--- config.mk ---
export PLATFORM = sky130hd
export DESIGN_NAME = sync_fifo_param
export DESIGN_NICKNAME = d
export VERILOG_FILES = /design/src/rtl/sync_fifo_pkg.sv /design/src/rtl/fifo_mem.sv /design/src/rtl/sync_fifo_param.sv
export SDC_FILE = /design/constraint.sdc
export NUM_CORES = 1
export LEC_CHECK = 0
export CAP_MARGIN = 20
export CORE_ASPECT_RATIO = 1.4
export CORE_MARGIN = 4
export CORE_UTILIZATION = 55
export DETAILED_ROUTE_END_ITERATION = 6
export PLACE_DENSITY = 0.74
export SKIP_CTS_REPAIR_TIMING = 1
export SLEW_MARGIN = 0
export SYNTH_ARGS = -nofsm -noshare
export SYNTH_HDL_FRONTEND = slang
export SYNTH_HIERARCHICAL = 1
export SYNTH_SLANG_ARGS = --single-unit
export TNS_END_PERCENT = 10
--- constraint.sdc ---
create_clock -name clk -period 9.2 [get_ports clk]
set_input_delay 1.38 -clock clk [delete_from_list [all_inputs] [get_ports clk]]
set_output_delay 1.38 -clock clk [all_outputs]
set_load 0.005 [all_outputs]
--- src/rtl/sync_fifo_pkg.sv ---
// rtl/sync_fifo_pkg.sv - shared helpers for the parametrised synchronous FIFO
package sync_fifo_pkg;

    function automatic int clog2(input int value);
        int r;
        r = 0;
        while ((1 << r) < value) begin
            r = r + 1;
        end
        return r;
    endfunction

    // Depth must be a power of two so the pointer MSB acts as a wrap bit.
    function automatic bit fifo_params_ok(input int data_w, input int depth,
                                          input int af_level, input int ae_level);
        return (data_w >= 1) && (depth >= 2) && ((depth & (depth - 1)) == 0) &&
               (af_level >= 1) && (af_level <= depth) &&
               (ae_level >= 0) && (ae_level <= depth - 1);
    endfunction

endpackage

--- src/rtl/fifo_mem.sv ---
// rtl/fifo_mem.sv - DEPTH x DATA_W register array, one write port, one registered read port
module fifo_mem #(
    parameter int DATA_W = 8,
    parameter int DEPTH  = 16,
    parameter int AW     = 4
) (
    input  logic              clk,
    input  logic              rst,
    input  logic              we,
    input  logic [AW-1:0]     waddr,
    input  logic [DATA_W-1:0] wdata,
    input  logic              re,
    input  logic [AW-1:0]     raddr,
    output logic [DATA_W-1:0] rdata
);

    logic [DATA_W-1:0] mem [DEPTH];

    // Storage is deliberately left unreset; only the output register clears.
    always_ff @(posedge clk) begin
        if (we) begin
            mem[waddr] <= wdata;
        end
    end

    always_ff @(posedge clk) begin
        if (rst) begin
            rdata <= '0;
        end else if (re) begin
            rdata <= mem[raddr];
        end
    end

endmodule

--- src/rtl/sync_fifo_param.sv ---
// rtl/sync_fifo_param.sv - single-clock FIFO with occupancy, threshold flags, flush and sticky errors
module sync_fifo_param
    import sync_fifo_pkg::*;
#(
    parameter int DATA_W   = 8,
    parameter int DEPTH    = 16,
    parameter int AF_LEVEL = 12,
    parameter int AE_LEVEL = 4
) (
    input  logic                    clk,
    input  logic                    rst,
    input  logic                    wr,
    input  logic [DATA_W-1:0]       datain,
    input  logic                    rd,
    input  logic                    flush,
    output logic [DATA_W-1:0]       dataout,
    output logic                    rd_valid,
    output logic                    full,
    output logic                    empty,
    output logic                    almost_full,
    output logic                    almost_empty,
    output logic [clog2(DEPTH):0]   count,
    output logic                    overflow,
    output logic                    underflow
);

    localparam int          AW      = clog2(DEPTH);
    localparam logic [AW:0] PTR_ONE = {{AW{1'b0}}, 1'b1};
    localparam logic [AW:0] AF_L    = AF_LEVEL[AW:0];
    localparam logic [AW:0] AE_L    = AE_LEVEL[AW:0];

    generate
        if (!fifo_params_ok(DATA_W, DEPTH, AF_LEVEL, AE_LEVEL)) begin : g_bad_params
            $fatal(1, "sync_fifo_param: illegal DATA_W/DEPTH/AF_LEVEL/AE_LEVEL");
        end
    endgenerate

    logic [AW:0] wr_ptr;
    logic [AW:0] rd_ptr;
    logic        wr_acc;
    logic        rd_acc;

    // Flags come only from registered pointers, never from wr/rd.
    assign empty        = (wr_ptr == rd_ptr);
    assign full         = (wr_ptr[AW-1:0] == rd_ptr[AW-1:0]) && (wr_ptr[AW] != rd_ptr[AW]);
    assign count        = wr_ptr - rd_ptr;
    assign almost_full  = (count >= AF_L);
    assign almost_empty = (count <= AE_L);

    assign wr_acc = wr & ~full & ~flush;
    assign rd_acc = rd & ~empty & ~flush;

    always_ff @(posedge clk) begin
        if (rst) begin
            wr_ptr    <= '0;
            rd_ptr    <= '0;
            rd_valid  <= 1'b0;
            overflow  <= 1'b0;
            underflow <= 1'b0;
        end else if (flush) begin
            wr_ptr   <= '0;
            rd_ptr   <= '0;
            rd_valid <= 1'b0;
        end else begin
            if (wr_acc) begin
                wr_ptr <= wr_ptr + PTR_ONE;
            end
            if (rd_acc) begin
                rd_ptr <= rd_ptr + PTR_ONE;
            end
            rd_valid <= rd_acc;
            if (wr && full) begin
                overflow <= 1'b1;
            end
            if (rd && empty) begin
                underflow <= 1'b1;
            end
        end
    end

    fifo_mem #(
        .DATA_W (DATA_W),
        .DEPTH  (DEPTH),
        .AW     (AW)
    ) u_mem (
        .clk    (clk),
        .rst    (rst),
        .we     (wr_acc),
        .waddr  (wr_ptr[AW-1:0]),
        .wdata  (datain),
        .re     (rd_acc),
        .raddr  (rd_ptr[AW-1:0]),
        .rdata  (dataout)
    );

endmodule

==> flow_summary.yaml <==
setup_path:
  crit_type: "flip-flop to output port"
  crit_buf_inv: 2
  path_max_fanout: 10
  path_delay_family: "buffers and inverters"
  critPathSlowestCell: "clkdlybuf4s50_1"
  arrival_ns: 2.86
  cp.required_ns: 7.82
  rrSetupSlack_ns: 5.96
  critPathLaunchType: "flip-flop"
  worstReg2RegEnd: "u_mem/mem[3][6]"
  cp_num_cells: 8
  endpoint_kind: "output port"
  reg2reg_depth: 7
  max_stage_delay_ns: 0.54
  startpoint: "wr_ptr[0]"
  r2r_start: "wr_ptr[0]"
  crit_path_end: "almost_empty"
  cp_cell_sequence: "inv_1 > ha_1 > fa_1 > nand2b_1 > a21oi_1 > xnor2_1 > a211oi_1 > clkdlybuf4s50_1"
floorplan:
  die_width_um: 97.01
  ios: 33
  die_area_mm2: 0.01286
  std_cell_rows: 45
  fp.dieH_um: 132.6
  initial_utilization_pct: 56.13
  core_area_mm2: 0.01087
pwr:
  p_leak_nw: 2.268
  powerDensity_mw_per_mm2: 205.0
  ir_worst_vdd_mv: 0.1429
synth:
  yosysTopAreaCell: "edfxtp_1"
  ys_seq_area_share_pct: 69.91
  synth_nets: 423
  synth_edf_count: 128
  synthTopCellsByArea: "edfxtp_1, mux2i_1, dfxtp_1, a22oi_1, nand3_1"
  synth_cells: 403
  synthMostInstantiatedCell: "edfxtp_1"
  synth-async-reset-ratio_pct: 0
  yosysWarnings: 6
  ys_seq_elements: 149
  ys.flop_type: "edfxtp_1"
  syn_area_mm2: 0.006100
  netlist.area_leader.share_pct: 63.02
  synth.distinct_cells: 38
  synth_area_per_cell_um2: 15.14
  synth_top_cells_by_count: "edfxtp_1, mux2i_1, nor2_1"
timing:
  finalSetupViolCount: 0
  hold_violations: 0
  worstMarginPinSlew_ns: 1.105
  finalMaxSlewViolations: 0
  fin_skew_ns: 0.007709
  setup_ws_ns: 4.963
  totalNegativeSetupSlack_ns: 0
  fmax_mhz: 236.0
  rsz0062_at_grt: "no"
  period_minus_slack_ns: 4.237
  relSlewSlack_pct: 25.75
  finalCritPeriodShare_pct: 46.06
clock_tree:
  clock-sinks: 149
  root_buffer: "clkbuf_16"
  clockBufferDepth: 2
  cts_tree: "built"
  path_clk_slew_ns: 0.06
  htree_levels: 4
  clock_latency_ns: 0.41
  cts_inserted_buffers: 17
place:
  gp_congestion: 0.8334
  dpl.hpwl_um: 8055
  place_ws_ns: 5.002
  io_buffers: 32
global_route:
  antenna_found_initial: 0
  grt_pass1_wl_um: 19600
  grt_max_degree: 59
  grt_pass1_vias: 3579
  grt_usage_pct: 20.67
  grt-ovfl-total: 0
final_layout:
  drive_above_1_share_pct: 8.497
  n_fill_cell: 771
  antenna_cells: 0
  regArea_mm2: 0.004268
  final_nets: 466
  area_delta_synth_final_pct: 16.23
  multiInputGateArea_mm2: 0.001659
min_path:
  hp-class: "flip-flop to flip-flop"
  hold_depth: 2
drt:
  drc: 0
  postRouteAntennaNets: 0
  wire_per_inst_um: 21.22
  viasPerCell: 5.838
  wirelength_um: 12730
  num_vias: 3503
  drt-pass1-iter-count: 5
  drtIter0Drc: 208
status:
  status: "complete, no violations"
job:
  maxCapViolations: 0
[power breakdown]
part,total [W],switching (W),internal (W)
clock,0.000674,0.000240,0.000434
sequential,0.000739,0.00000234,0.000737
combinational,0.0000399,0.0000243,0.0000156
total,0.00145,0.000266,0.00119
[per-layer routing]
| metal | part of all wire (%) | GRT usage, % | vias to the layer above |
|---|---|---|---|
| met1 | 36 | 23.01 | 1702 |
| met2 | 53 | 36.60 | 150 |
| li1 | - | - | 1617 |
| met4 | 4.3 | 10.77 | 0 |
| met3 | 6.5 | 4.852 | 34 |
| met5 | 0 | 0 | - |
[tightest hold or removal path, stage by stage (launching register included)]
cell	delay, ns
dfxtp_1	0.32
nand2_1	0.05
nand3_1	0.05
[flip-flops by register name, indices dropped and copies added, names as in the netlist]
| signal | count |
|---|---|
| rd_valid | 1 |
| wr_ptr | 5 |
| u_mem/rdata | 8 |
| overflow | 1 |
| underflow | 1 |
| u_mem/mem | 128 |
| rd_ptr | 5 |
[cells by family (layout without fill, tap and decap cells)]
| logic type | after synthesis | count (layout) | synth area share (%) |
|---|---|---|---|
| buffers and inverters | 23 | 79 | 2.892 |
| multiplexers | 66 | 66 | 10.83 |
| adder cells (fa/ha/maj) | 7 | 7 | 1.559 |
| flip-flops | 149 | 149 | 69.91 |
| AO/OA/AOI/OAI | 48 | 48 | 5.374 |
| AND/OR/NAND/NOR | 99 | 99 | 7.733 |
| XOR/XNOR | 11 | 11 | 1.703 |
[how the worst min path moves through the flow]
stage,startpoint,endpoint,slack (ns)
after floorplan,u_mem/rdata[0],u_mem/rdata[0],0.45
after global placement,u_mem/rdata[3],u_mem/rdata[3],0.44
after detailed placement,u_mem/rdata[3],u_mem/rdata[3],0.44
after CTS,u_mem/rdata[4],u_mem/rdata[4],0.46
after global routing,u_mem/rdata[4],u_mem/rdata[4],0.48
final,u_mem/rdata[3],u_mem/rdata[3],0.45
[area by class of cell]
cell class	count	share of cell area [%]
Clock buffer	28	7.289
Clock inverter	4	0.9707
Inverter	8	0.4236
Multi-Input combinational cell	231	23.40
Sequential cell	149	60.20
Tap cell	141	2.489
Timing Repair Buffer	39	5.224
[metrics by stage]
step	hold slack, ns	total power (W)	cells	cell area [um^2]	utilization [%]
6_report	0.4481	0.001453	600	7089	65.24
5_1_grt	0.4807	0.001498	600	7089	65.24
4_1_cts	0.4567	0.001464	599	7084	65.19
3_5_place_dp	0.4430	0.0007931	567	6499	59.80
3_3_place_gp	0.4395	0.0007914	567	6499	59.80
2_1_floorplan	0.4500	0.0007674	403	6100	-
[layout by cell type, fill, tap and decap left out, drive strengths merged, types with 2 or more instances in the layout]
cell           Yosys  routed
dfxtp             21      21
or3                2       2
bufinv             0       2
a21oi             13      13
xnor2              8       8
nor2b              3       3
inv                8       8
nor2              31      31
a22oi             24      24
a31oi              2       2
nor3               4       4
buf               14       7
nand3             26      26
o21ai              4       4
ha                 6       6
mux2i             66      66
nand4              3       3
nand2             19      19
edfxtp           128     128
clkinv             0       2
xor2               3       3
clkbuf             1      28
clkdlybuf4s50      0      32
nand2b             3       3
nand3b             3       3
Note: power is estimated with default switching activity, not from simulation.
==> variant: new RTL, same settings <==
`DATA_W` is set to 8 in 2 places; all go to 9.
--- a/src/rtl/fifo_mem.sv
+++ b/src/rtl/fifo_mem.sv
@@ -1,6 +1,6 @@
 // rtl/fifo_mem.sv - DEPTH x DATA_W register array, one write port, one registered read port
 module fifo_mem #(
-    parameter int DATA_W = 8,
+    parameter int DATA_W = 9,
     parameter int DEPTH  = 16,
     parameter int AW     = 4
 ) (
--- a/src/rtl/sync_fifo_param.sv
+++ b/src/rtl/sync_fifo_param.sv
@@ -2,7 +2,7 @@
 module sync_fifo_param
     import sync_fifo_pkg::*;
 #(
-    parameter int DATA_W   = 8,
+    parameter int DATA_W   = 9,
     parameter int DEPTH    = 16,
     parameter int AF_LEVEL = 12,
     parameter int AE_LEVEL = 4
Interface: changed (resized datain and dataout); port bits go from 33 to 35. The function was not compared with the original's and may differ.
==> variant against the original RTL <==
Setup slack got worse by 0.10 ns; clock skew rose by 0.0014 ns; first-iteration DRC count rose by 40%; register-to-register slack got worse by 0.21 ns; wire length rose by 8.2%; utilization fell by 0.41 points; total power rose by 5.7%; largest power group unchanged; sequential cell count rose by 17; cell area rose by 9.2%; largest cell class unchanged; critical path depth fell by 1; fmax fell by 2.4%; synthesized cell count rose by 8.7%; area after synthesis rose by 11%.
==> variant: results (changes against the original RTL) <==
Placed Cells = 606 (+6.9%)
CP max-delay cell = dfxtp_4
Skew-Pair Late Insertion Delay = 0.42 ns
nets = 503 (+7.9%)
first-pass GRT wire length = 21600 um (+10%)
share of cells above drive strength 1 = 0.0949 (+0.00998)
max incr delay on CP = 0.60 ns (+0.06 ns)
DRT iter0 DRCs = 292 (+40%)
via count = 3861 (+10%)
skew final = 0.00915 ns (+0.00144 ns)
# diodes = 0 (unchanged)
Post-synth EDFFs = 144 (+13%)
dpl cell area = 7140 um^2 (+9.8%)
Root Buffer = clkbuf_16
Final setup viols = 0 (unchanged)
Max clock buf depth = 2 (unchanged)
HPWL Detailed = 9170 um (+14%)
final WL = 13800 um (+8.2%)
Syn Nets = 459 (+8.5%)
WP data arrival = 2.96 ns (+0.10 ns)
Least-Margin Pin Slew = 1.01 ns (-0.0917 ns)
drt first pass iters = 7 (+2)
initial antenna violation count = 0 (unchanged)
synth top area cells = edfxtp_1 64%, mux2i_1 11%, dfxtp_1 6.5%, a22oi_1 3.0%, nand3_1 2.1%
Regs by FF count = u_mem/mem x144, u_mem/rdata x9
I/O Buffers = 34 (+6.3%)
routability cong. = 0.843 (+1.1%)
Syn Area/Cell = 15.4 um^2 (+2.0%)
Async SR Flop Fraction = 0 (unchanged)
post-synthesis sequential area ratio = 0.705 (+0.00572)
Worst-path clk slew = 0.06 ns (about the same)
non-filler instance count after layout = 642 (+7.0%)
CP max FO = 25 (+15)
cell family with most CP delay = buffers and inverters
number of global-route vias before repair = 4009 (+12%)
H-tree depth = 4 (unchanged)
HP Class = reg2reg
leakage = 2.47 nW (+8.8%)
total track usage = 0.208 (+0.00123)
CTS buffer count = 17 (unchanged)
Warnings, synthesis = 6 (unchanged)
Post-synth top cells = 144 x edfxtp_1, 74 x mux2i_1, 30 x nor2_1
Distinct cells, synth = 40 (+5.3%)
status = finished, final reports clean
worst vdd rail ir drop = 0.118 mV (-17%)
largest net degree at the start of global routing = 53 (-10%)
-- variant: cell types whose count changed in the layout (fill, tap and decap cells not counted), moves of 4 or more --
cell      unedited run  this run
edfxtp_1           128       144
mux2i_1             66        74
clkbuf_1             6         0
clkbuf_8             5         1
inv_6                0         4
-- variant: routing by layer --
| layer | global-route usage | vias to the layer above | share of wire |
|---|---|---|---|
| li1 | - | 1769 | - |
| met5 | 0 | - | 0 |
| met1 | 0.257 | 1911 | 0.39 |
| met4 | 0.0945 | 0 | 0.038 |
| met2 | 0.336 | 147 | 0.52 |
| met3 | 0.0589 | 34 | 0.059 |
-- variant: through the flow --
stage	setup WS, ns	power, mW	hold slack (ns)
detailed placement	4.92	0.883	0.447
CTS	4.80	1.55	0.463
global route	4.58	1.58	0.485
floorplan	5.90	0.855	0.450
global placement	5.11	0.881	0.441
finish	4.86	1.54	0.452
-- variant: cell type report --
class,instances,area [um^2]
repair buffers,41,388
flip-flops and latches,166,4770
inverters,8,30.0
multi-input cells,248,1790
fillers,869,4200
clock inverters,12,87.6
clock buffers,20,489
well taps,147,184
-- variant: final timing paths --
check / startpoint / end / slack [ns] / cells after the start
worst max-delay path: rd_ptr[2] / almost_empty / 4.86 / 7
worst min-delay path: u_mem/rdata[3] / u_mem/rdata[3] / 0.45 / 2
worst max register to register: rd_ptr[2] / u_mem/mem[2][2] / 5.75 / 7
worst min register to register: u_mem/rdata[3] / u_mem/rdata[3] / 0.45 / 2
-- variant: worst register-to-register path, cell delays in order, from the launching register on --
cell and delay, ns:
dfxtp_4 0.60, inv_1 0.15, ha_1 0.39, nand4_1 0.23, o21ai_0 0.23, nor2_1 0.27, or3b_2 0.53, nor2_1 0.67
-- variant: kinds of logic after synthesis --
logic type | share of synthesized area
flip-flops | 0.705
AND/OR/NAND/NOR | 0.0735
multiplexers | 0.110
AO/OA/AOI/OAI | 0.0526
buffers and inverters | 0.0302
XOR/XNOR | 0.0154
adder cells (fa/ha/maj) | 0.0141
-- variant: report_power, final --
part / internal [mW] / switching [mW] / leakage, nW / total, mW
Clock: 0.387 / 0.282 / 0.292 / 0.669
Sequential: 0.822 / 0.00253 / 1.48 / 0.824
Combinational: 0.0163 / 0.0264 / 0.698 / 0.0427
